File: config.mk
export PLATFORM = sky130hd
export DESIGN_NAME = flag_ctrl
export DESIGN_NICKNAME = d
export VERILOG_FILES = /design/src/rtl/flag_ctrl.sv
export SDC_FILE = /design/constraint.sdc
export NUM_CORES = 1
export LEC_CHECK = 0
export CORE_AREA = 4 4 41 43
export CTS_BUF_LIST = sky130_fd_sc_hd__clkbuf_16
export CTS_CLUSTER_SIZE = 30
export DETAILED_ROUTE_END_ITERATION = 6
export DIE_AREA = 0 0 45 47
export GPL_ROUTABILITY_DRIVEN = 0
export PLACE_DENSITY = 0.71
export SYNTH_ARGS = -nofsm -noshare
export SYNTH_HDL_FRONTEND = slang
export SYNTH_SLANG_ARGS = --single-unit
File: constraint.sdc
create_clock -name clk -period 1.2 [get_ports clk]
set_input_delay 0.24 -clock clk [delete_from_list [all_inputs] [get_ports clk]]
set_output_delay 0.24 -clock clk [all_outputs]
set_load 0.05 [all_outputs]
File: src/rtl/flag_ctrl.sv
// flag_ctrl: CPU status-flag register {N,Z,O,C} = flags[3:0] (C=bit0 .. N=bit3)
// with a single-grant arbiter over three flag writers:
//   restore (pop) > save (push + clear) > flag-op (set/clear one bit) > ALU update.
// At most one update is applied per cycle. The update is registered, so the new
// flags are visible the cycle after the grant.
//
// Build option:
//   FLAG_CTRL_STACK_EN  - when defined, the interrupt flag stack, the save/restore
//                         path and the one-cycle SETTLE state after a restore exist.
//                         When undefined, save/restore are ignored and only
//                         fop > alu are arbitrated.
//
// Ports:
//   clk, reset_n                      clock (rising edge), async active-low reset
//   alu_valid/alu_flags/alu_mask      ALU update request (mask bit 1 = take new bit)
//   alu_ready                         ALU grant (combinational)
//   fop_valid/fop_code                flag-op request ([2] set/clear, [1:0] bit index)
//   fop_ready                         flag-op grant (combinational)
//   save_req/save_ack                 push flags and clear them
//   restore_req/restore_ack           pop flags
//   flags                             current flag register
//   stk_full/stk_empty                stack occupancy (follow the stack pointer)
//   stk_err                           one-cycle pulse after push-on-full / pop-on-empty
module flag_ctrl #(
  parameter int         STACK_DEPTH = 4,
  parameter logic [3:0] RESET_FLAGS = 4'b0000
) (
  input  logic       clk,
  input  logic       reset_n,
  input  logic       alu_valid,
  input  logic [3:0] alu_flags,
  input  logic [3:0] alu_mask,
  output logic       alu_ready,
  input  logic       fop_valid,
  input  logic [2:0] fop_code,
  output logic       fop_ready,
  input  logic       save_req,
  output logic       save_ack,
  input  logic       restore_req,
  output logic       restore_ack,
  output logic [3:0] flags,
  output logic       stk_full,
  output logic       stk_empty,
  output logic       stk_err
);

  typedef enum logic {IDLE = 1'b0, SETTLE = 1'b1} state_t;

  state_t state, state_nxt;

`ifdef FLAG_CTRL_STACK_EN
  // sp counts 0..STACK_DEPTH, so it needs one bit more than the entry index.
  localparam int IW  = $clog2(STACK_DEPTH);
  localparam int SPW = IW + 1;

  logic [SPW-1:0] sp;
  logic [SPW-1:0] sp_dec;
  logic [3:0]     stack [STACK_DEPTH];
  logic           push_ok, pop_ok;

  assign stk_full  = (sp == SPW'(STACK_DEPTH));
  assign stk_empty = (sp == '0);
  assign sp_dec    = sp - SPW'(1);
  assign push_ok   = save_ack    && !stk_full;
  assign pop_ok    = restore_ack && !stk_empty;

  // State register
  always_ff @(posedge clk or negedge reset_n) begin
    if (!reset_n) state <= IDLE;
    else          state <= state_nxt;
  end

  // Next state: only a restore that actually pops goes through SETTLE.
  always_comb begin
    state_nxt = IDLE;
    case (state)
      IDLE:    state_nxt = pop_ok ? SETTLE : IDLE;
      SETTLE:  state_nxt = IDLE;
      default: state_nxt = IDLE;
    endcase
  end

  // Grant outputs: fixed priority, forced low in reset and in SETTLE.
  always_comb begin
    restore_ack = 1'b0;
    save_ack    = 1'b0;
    fop_ready   = 1'b0;
    alu_ready   = 1'b0;
    if (reset_n && state == IDLE) begin
      if      (restore_req) restore_ack = 1'b1;
      else if (save_req)    save_ack    = 1'b1;
      else if (fop_valid)   fop_ready   = 1'b1;
      else if (alu_valid)   alu_ready   = 1'b1;
    end
  end

  // Flag register, stack pointer and error pulse.
  always_ff @(posedge clk or negedge reset_n) begin
    if (!reset_n) begin
      flags   <= RESET_FLAGS;
      sp      <= '0;
      stk_err <= 1'b0;
    end else begin
      stk_err <= 1'b0;
      if (restore_ack) begin
        if (stk_empty) stk_err <= 1'b1;
        else begin
          flags <= stack[sp_dec[IW-1:0]];
          sp    <= sp_dec;
        end
      end else if (save_ack) begin
        if (stk_full) stk_err <= 1'b1;
        else begin
          flags <= 4'b0000;
          sp    <= sp + SPW'(1);
        end
      end else if (fop_ready) begin
        flags[fop_code[1:0]] <= fop_code[2];
      end else if (alu_ready) begin
        flags <= (flags & ~alu_mask) | (alu_flags & alu_mask);
      end
    end
  end

  // Stack storage needs no reset: entries are only read below sp.
  always_ff @(posedge clk) begin
    if (push_ok) stack[sp[IW-1:0]] <= flags;
  end

`else
  // Stackless build: save/restore inputs are intentionally ignored.
  localparam int unused_depth = STACK_DEPTH;
  logic unused_req;
  assign unused_req = save_req ^ restore_req;

  assign stk_full    = 1'b0;
  assign stk_empty   = 1'b1;
  assign stk_err     = 1'b0;
  assign save_ack    = 1'b0;
  assign restore_ack = 1'b0;

  always_ff @(posedge clk or negedge reset_n) begin
    if (!reset_n) state <= IDLE;
    else          state <= state_nxt;
  end

  // SETTLE is unreachable without the stack.
  always_comb begin
    state_nxt = IDLE;
  end

  always_comb begin
    fop_ready = 1'b0;
    alu_ready = 1'b0;
    if (reset_n && state == IDLE) begin
      if      (fop_valid) fop_ready = 1'b1;
      else if (alu_valid) alu_ready = 1'b1;
    end
  end

  always_ff @(posedge clk or negedge reset_n) begin
    if (!reset_n) begin
      flags <= RESET_FLAGS;
    end else if (fop_ready) begin
      flags[fop_code[1:0]] <= fop_code[2];
    end else if (alu_ready) begin
      flags <= (flags & ~alu_mask) | (alu_flags & alu_mask);
    end
  end
`endif

endmodule

==> metrics.txt, run 1 <==
status=finished clean; number of synthesized flops with an enable pin=0; Max clock buf depth=2; Yosys top cell area share=0.264; first-iteration detailed-routing DRC count=6; RSZ-0062 raised after global routing=false; Cell Rows=13; r2r setup slk=0.42 ns; HPWL Detailed=831 um; Design Power=1.10 mW; nets=90; Worst Reg-to-Reg Cells=1; Worst Path Buf+Inv=2; CP Class=in2reg; Critical Path AT=1.26 ns; Final ANT Viol Nets=0; max-slew violations=0; worst-path fanout max=5; post-CTS setup buffers=0; max incr delay on CP=0.29 ns; Ports=28; Port Buffer Count=20; die outline area=2120 sq um; Distinct cells, synth=19; # clock sinks=4; Power Density=1410 nW/um^2; part of the Yosys area used for sequential elements=0.264; Leakage=0.384 nW; Crit path required time=1.30 ns; top cells by area, synth=dfrtp_1 (26%), buf_4 (12%), and3b_2 (11%); vias=408; total CTS buffers=3; antenna cell count=0; number of fill cells in the layout=130; Clk pin slew, worst setup/hold paths=0.03 ns; pin count of the biggest net entering global routing=13; most common cell in the netlist=buf_4; Crit-path slowest cell=mux2_4; Hold Path Class=in2reg; Synth Register Bits=4; final wirelength=1.17 mm; share of cells above drive strength 1=0.423; Die Y=47 um; WL per Instance=13.6 um; average size of a mapped cell=9.03 sq um; Max Freq=863 MHz; hold_sp=alu_mask[3]; top_reg_cell synth=dfrtp_1; final hold vios=0; Pre-antenna DRT Iters=2; global-route usage over all layers=0.136; starting density of the core=0.291; Die X=45 um; maxcap violations=0; Final setup viols=0; antenna violations before repair=0; Post-synth top cells=buf_4 (6), and3b_2 (4), dfrtp_1 (4), nand2_1 (4), o22ai_1 (4); worst hold margin=0.476 ns; Cell Area, Synth=379 sq um; vias per cell=4.74; Tcrit/Tclk final=0.966; hold depth=4; worst skew pair latency=0.22 ns; Crit. End Element=flop; CTS root buf=clkbuf_16; crit-path cells=dlygate4sd2_1, buf_4, nor3b_2, o21ai_2, mux2_4; delay-heaviest family, CP=buffers and inverters; post-synth top area cell=dfrtp_1; drc violations=0; Final Critical Period=1.16 ns; CTS tree=built; Layout Skew=0 ns; startpoint types=primary input; first-pass GRT wire length=1.95 mm; core footprint=1300 sq um; total gr overflow=0; H-tree depth=1; number of global-route vias before repair=430; maximum vdd ir drop=1.22 mV; Synth Warn #=0; Syn-to-layout area delta=105%; Syn Inst Count=42; ys async rst share=1.00
==> cells by family after synthesis <==
| logic type | after synthesis | synth area share |
|---|---|---|
| AO/OA/AOI/OAI | 8 | 0.125 |
| buffers and inverters | 8 | 0.158 |
| flip-flops | 4 | 0.264 |
| multiplexers | 4 | 0.119 |
| other | 2 | 0.0198 |
| AND/OR/NAND/NOR | 16 | 0.314 |
==> tightest hold or removal path, cell delays in order <==
cell	delay [ns]
dlymetal6s2s_1	0.11
nand2_1	0.06
o22ai_1	0.10
mux2_2	0.16
==> where the power goes <==
group / total, mW / internal, mW / switching, mW
Combinational: 0.394 / 0.198 / 0.196
Clock: 0.520 / 0.426 / 0.0940
Sequential: 0.185 / 0.160 / 0.0254
Total: 1.10 / 0.783 / 0.316
==> worst max-delay path by stage <==
stage | start | endpoint | depth (start not counted)
3_5_place_dp | fop_valid | flop | 4
5_1_grt | fop_code[1] | flop | 5
2_1_floorplan | fop_valid | flop | 4
4_1_cts | fop_valid | fop_ready | 4
6_report | fop_code[1] | flop | 5
3_3_place_gp | fop_valid | flop | 4
==> final cells by class <==
type	count	area, sq um	area share
Inverter	1	3.75	0.00483
Sequential cell	4	100	0.129
Timing Repair Buffer	30	332	0.427
Multi-Input combinational cell	33	248	0.319
Tap cell	15	18.8	0.0242
Clock buffer	3	75.1	0.0966
==> stage by stage <==
step                      setup slack [ns]  utilization  std cells  instance area [sq um]  setup TNS, ns
after global placement              -0.488        0.512         80                    666          -2.67
after floorplan                     0.0814            -         45                    390              0
after global routing             0.0000955        0.597         86                    777              0
after detailed placement            -0.544        0.512         80                    666          -2.95
after CTS                          -0.0196        0.600         86                    781        -0.0196
final                               0.0407        0.597         86                    777              0
==> placed cells by master, fill, tap and decap left out, drive strengths merged <==
cell type / n
nand2: 4
o21ai: 3
inv: 1
nand3: 1
and3b: 6
a21boi: 1
mux2: 4
and2: 1
conb: 5
dlymetal6s2s: 1
dlygate4sd2: 6
o22ai: 4
buf: 15
nor3b: 1
dfrtp: 4
clkbuf: 3
nand3b: 1
dlygate4sd3: 3
clkdlybuf4s50: 5
nand4: 1
nand4b: 1
==> layer usage <==
layer / vias to the layer above / wire length [um] / GRT usage
met2: 20 / 530 / 0.203
li1: 201 / - / -
met4: 0 / 17 / 0.0877
met1: 185 / 502 / 0.160
met3: 2 / 122 / 0.0575
met5: - / 0 / 0
==> timing repair <==
item,CTS,global route
endpoints found under the hold margin,4,0
hold buffers,3,0
gates resized for setup,21,3
pin swaps,6,1
setup endpoints to repair,6,2
Note: power is estimated with default switching activity, not from simulation.
==> run 2, diff against run 1 <==
--- a/config.mk
+++ b/config.mk
@@ -6,7 +6,8 @@
 export NUM_CORES = 1
 export LEC_CHECK = 0
 export CORE_AREA = 4 4 41 43
-export CTS_BUF_LIST = sky130_fd_sc_hd__clkbuf_16
+export CTS_BUF_LIST = sky130_fd_sc_hd__clkbuf_4 sky130_fd_sc_hd__clkbuf_8
+export CTS_CLUSTER_DIAMETER = 40
 export CTS_CLUSTER_SIZE = 30
 export DETAILED_ROUTE_END_ITERATION = 6
 export DIE_AREA = 0 0 45 47
==> metrics.txt, run 2 (synthesis results as in run 1) <==
nets=90 (unchanged); global-route usage over all layers=0.126 (-0.0103); status=finished clean; Leakage=0.367 nW (-4.4%); max incr delay on CP=0.43 ns (+0.14 ns); Crit-path slowest cell=clkdlybuf4s50_1; vias=421 (+3.2%); worst skew pair latency=0.24 ns (+0.02 ns); Tcrit/Tclk final=0.971 (+0.00484); first-pass GRT wire length=1.85 mm (-4.9%); HPWL Detailed=831 um (unchanged); Place WS=-0.544 ns (unchanged); maximum vdd ir drop=0.639 mV (-48%); worst setup margin=0.0349 ns (-0.00581 ns); core footprint=1300 sq um (unchanged); RSZ-0062 raised after global routing=false; Cell Rows=13 (unchanged); Sw Share=0.379 (+0.0922); Crit path required time=1.33 ns (+0.03 ns); delay-heaviest family, CP=buffers and inverters; H-tree depth=1 (unchanged); antenna cell count=0 (unchanged); clock share of power=0.236 (-0.237); # clock sinks=4 (unchanged); sequential share of power=0.244 (+0.076); die outline area=2120 sq um (unchanged); first-iteration detailed-routing DRC count=7 (+1); Final Core Density=0.561 (-0.0365); Final setup viols=0 (unchanged); max-slew violations=0 (unchanged); drc violations=0 (unchanged); CP Class=in2reg; Ports=28 (unchanged); Setup TNS=0 ns (unchanged); Psw=0.288 mW (-8.6%); final wirelength=1.13 mm (-3.8%); Gate power share=0.520 (+0.161); Post-Layout Cell Count=86 (unchanged); Syn-to-layout area delta=92.4%; vias per cell=4.90 (+3.2%); Pre-antenna DRT Iters=4 (+2); internal cell power=0.472 mW (-40%); WL per Instance=13.1 um (-3.8%); Layout Skew=0 ns (unchanged); share of cells above drive strength 1=0.423 (unchanged); Max clock buf depth=2 (unchanged); most frequent cells in the layout=clkdlybuf4s50_1 (6), buf_12 (6), buf_4 (6); antenna violations before repair=0 (unchanged); total gr overflow=0 (unchanged); Design Power=0.760 mW (-31%); startpoint types=primary input; Power Density=1040 nW/um^2 (-26%); total placed cells including tap cells=80 (unchanged); maxcap violations=0 (unchanged); starting density of the core=0.291 (unchanged); CTS tree=built; Die Y=47 um (unchanged); Max Freq=858 MHz (-0.50%); Port Buffer Count=20 (unchanged); Final ANT Viol Nets=0 (unchanged); Die X=45 um (unchanged); pin count of the biggest net entering global routing=13 (unchanged); final hold vios=0 (unchanged); Worst Path Buf+Inv=1 (-1); Final Critical Period=1.17 ns (+0.00581 ns); CTS root buf=clkbuf_4; Critical Path AT=1.29 ns (+0.03 ns); Clk pin slew, worst setup/hold paths=0.04 ns (about the same); crit-path cells=clkdlybuf4s50_1, and3b_1, o21ai_2, mux2_4; number of global-route vias before repair=427 (-0.70%); Hold Path Class=in2reg; total CTS buffers=3 (unchanged); worst-path fanout max=2 (-3); Crit. End Element=flop
[run 2: cell types whose count changed in the layout (fill, tap and decap cells not counted), sizes merged]
cell,change
clkdlybuf4s50,+1
dlymetal6s2s,+1
dlygate4sd2,-2
[run 2: worst paths after layout]
check	to	depth (start not counted)	from	slack, ns
worst max-delay path	flop	4	alu_mask[0]	0.03
worst min-delay path	flop	4	alu_mask[3]	0.46
worst max register to register	flop	1	flop	0.41
worst min register to register	flop	1	flop	0.58
max in group asynchronous	async pin	3	reset_n	0.55
min in group asynchronous	async pin	3	reset_n	0.47
[run 2: worst min-delay path, stage by stage]
cell	delay (ns)
dlymetal6s2s_1	0.11
nand2_1	0.06
o22ai_1	0.11
mux2_2	0.16
[run 2: timing repair]
item,CTS,global route
hold buffers,3,0
gates cloned,0,0
pin swaps,3,4
hold endpoints to repair,4,0
setup endpoints to repair,6,4
buffers inserted,0,0
resized for setup,19,4
[run 2: area by class of cell]
cell class	instances	area, sq um
Multi-Input combinational cell	33	248
Timing Repair Buffer	30	337
Inverter	1	3.75
Sequential cell	4	100
Clock buffer	3	22.5
Fill cell	138	572
Tap cell	15	18.8
[run 2: through the flow]
| stage | cell area [sq um] | hold slack, ns |
|---|---|---|
| after global placement | 666 | 0.551 |
| after detailed placement | 666 | 0.554 |
| after floorplan | 390 | -0.0556 |
| after global routing | 729 | 0.501 |
| final | 729 | 0.462 |
| after CTS | 731 | 0.465 |
[run 2: power by group through the flow]
stage | combinational [mW] | clock, mW | sequential, mW
2_1_floorplan | 0.116 | 0 | 0.256
6_report | 0.395 | 0.179 | 0.185
3_3_place_gp | 0.378 | 0 | 0.186
3_5_place_dp | 0.381 | 0 | 0.186
4_1_cts | 0.399 | 0.179 | 0.185
5_1_grt | 0.415 | 0.196 | 0.188
[run 2: routing by layer]
metal / part of all wire / global-route usage
met5: 0 / 0
met4: 0.020 / 0.0877
met3: 0.11 / 0.0460
met2: 0.44 / 0.192
met1: 0.43 / 0.146
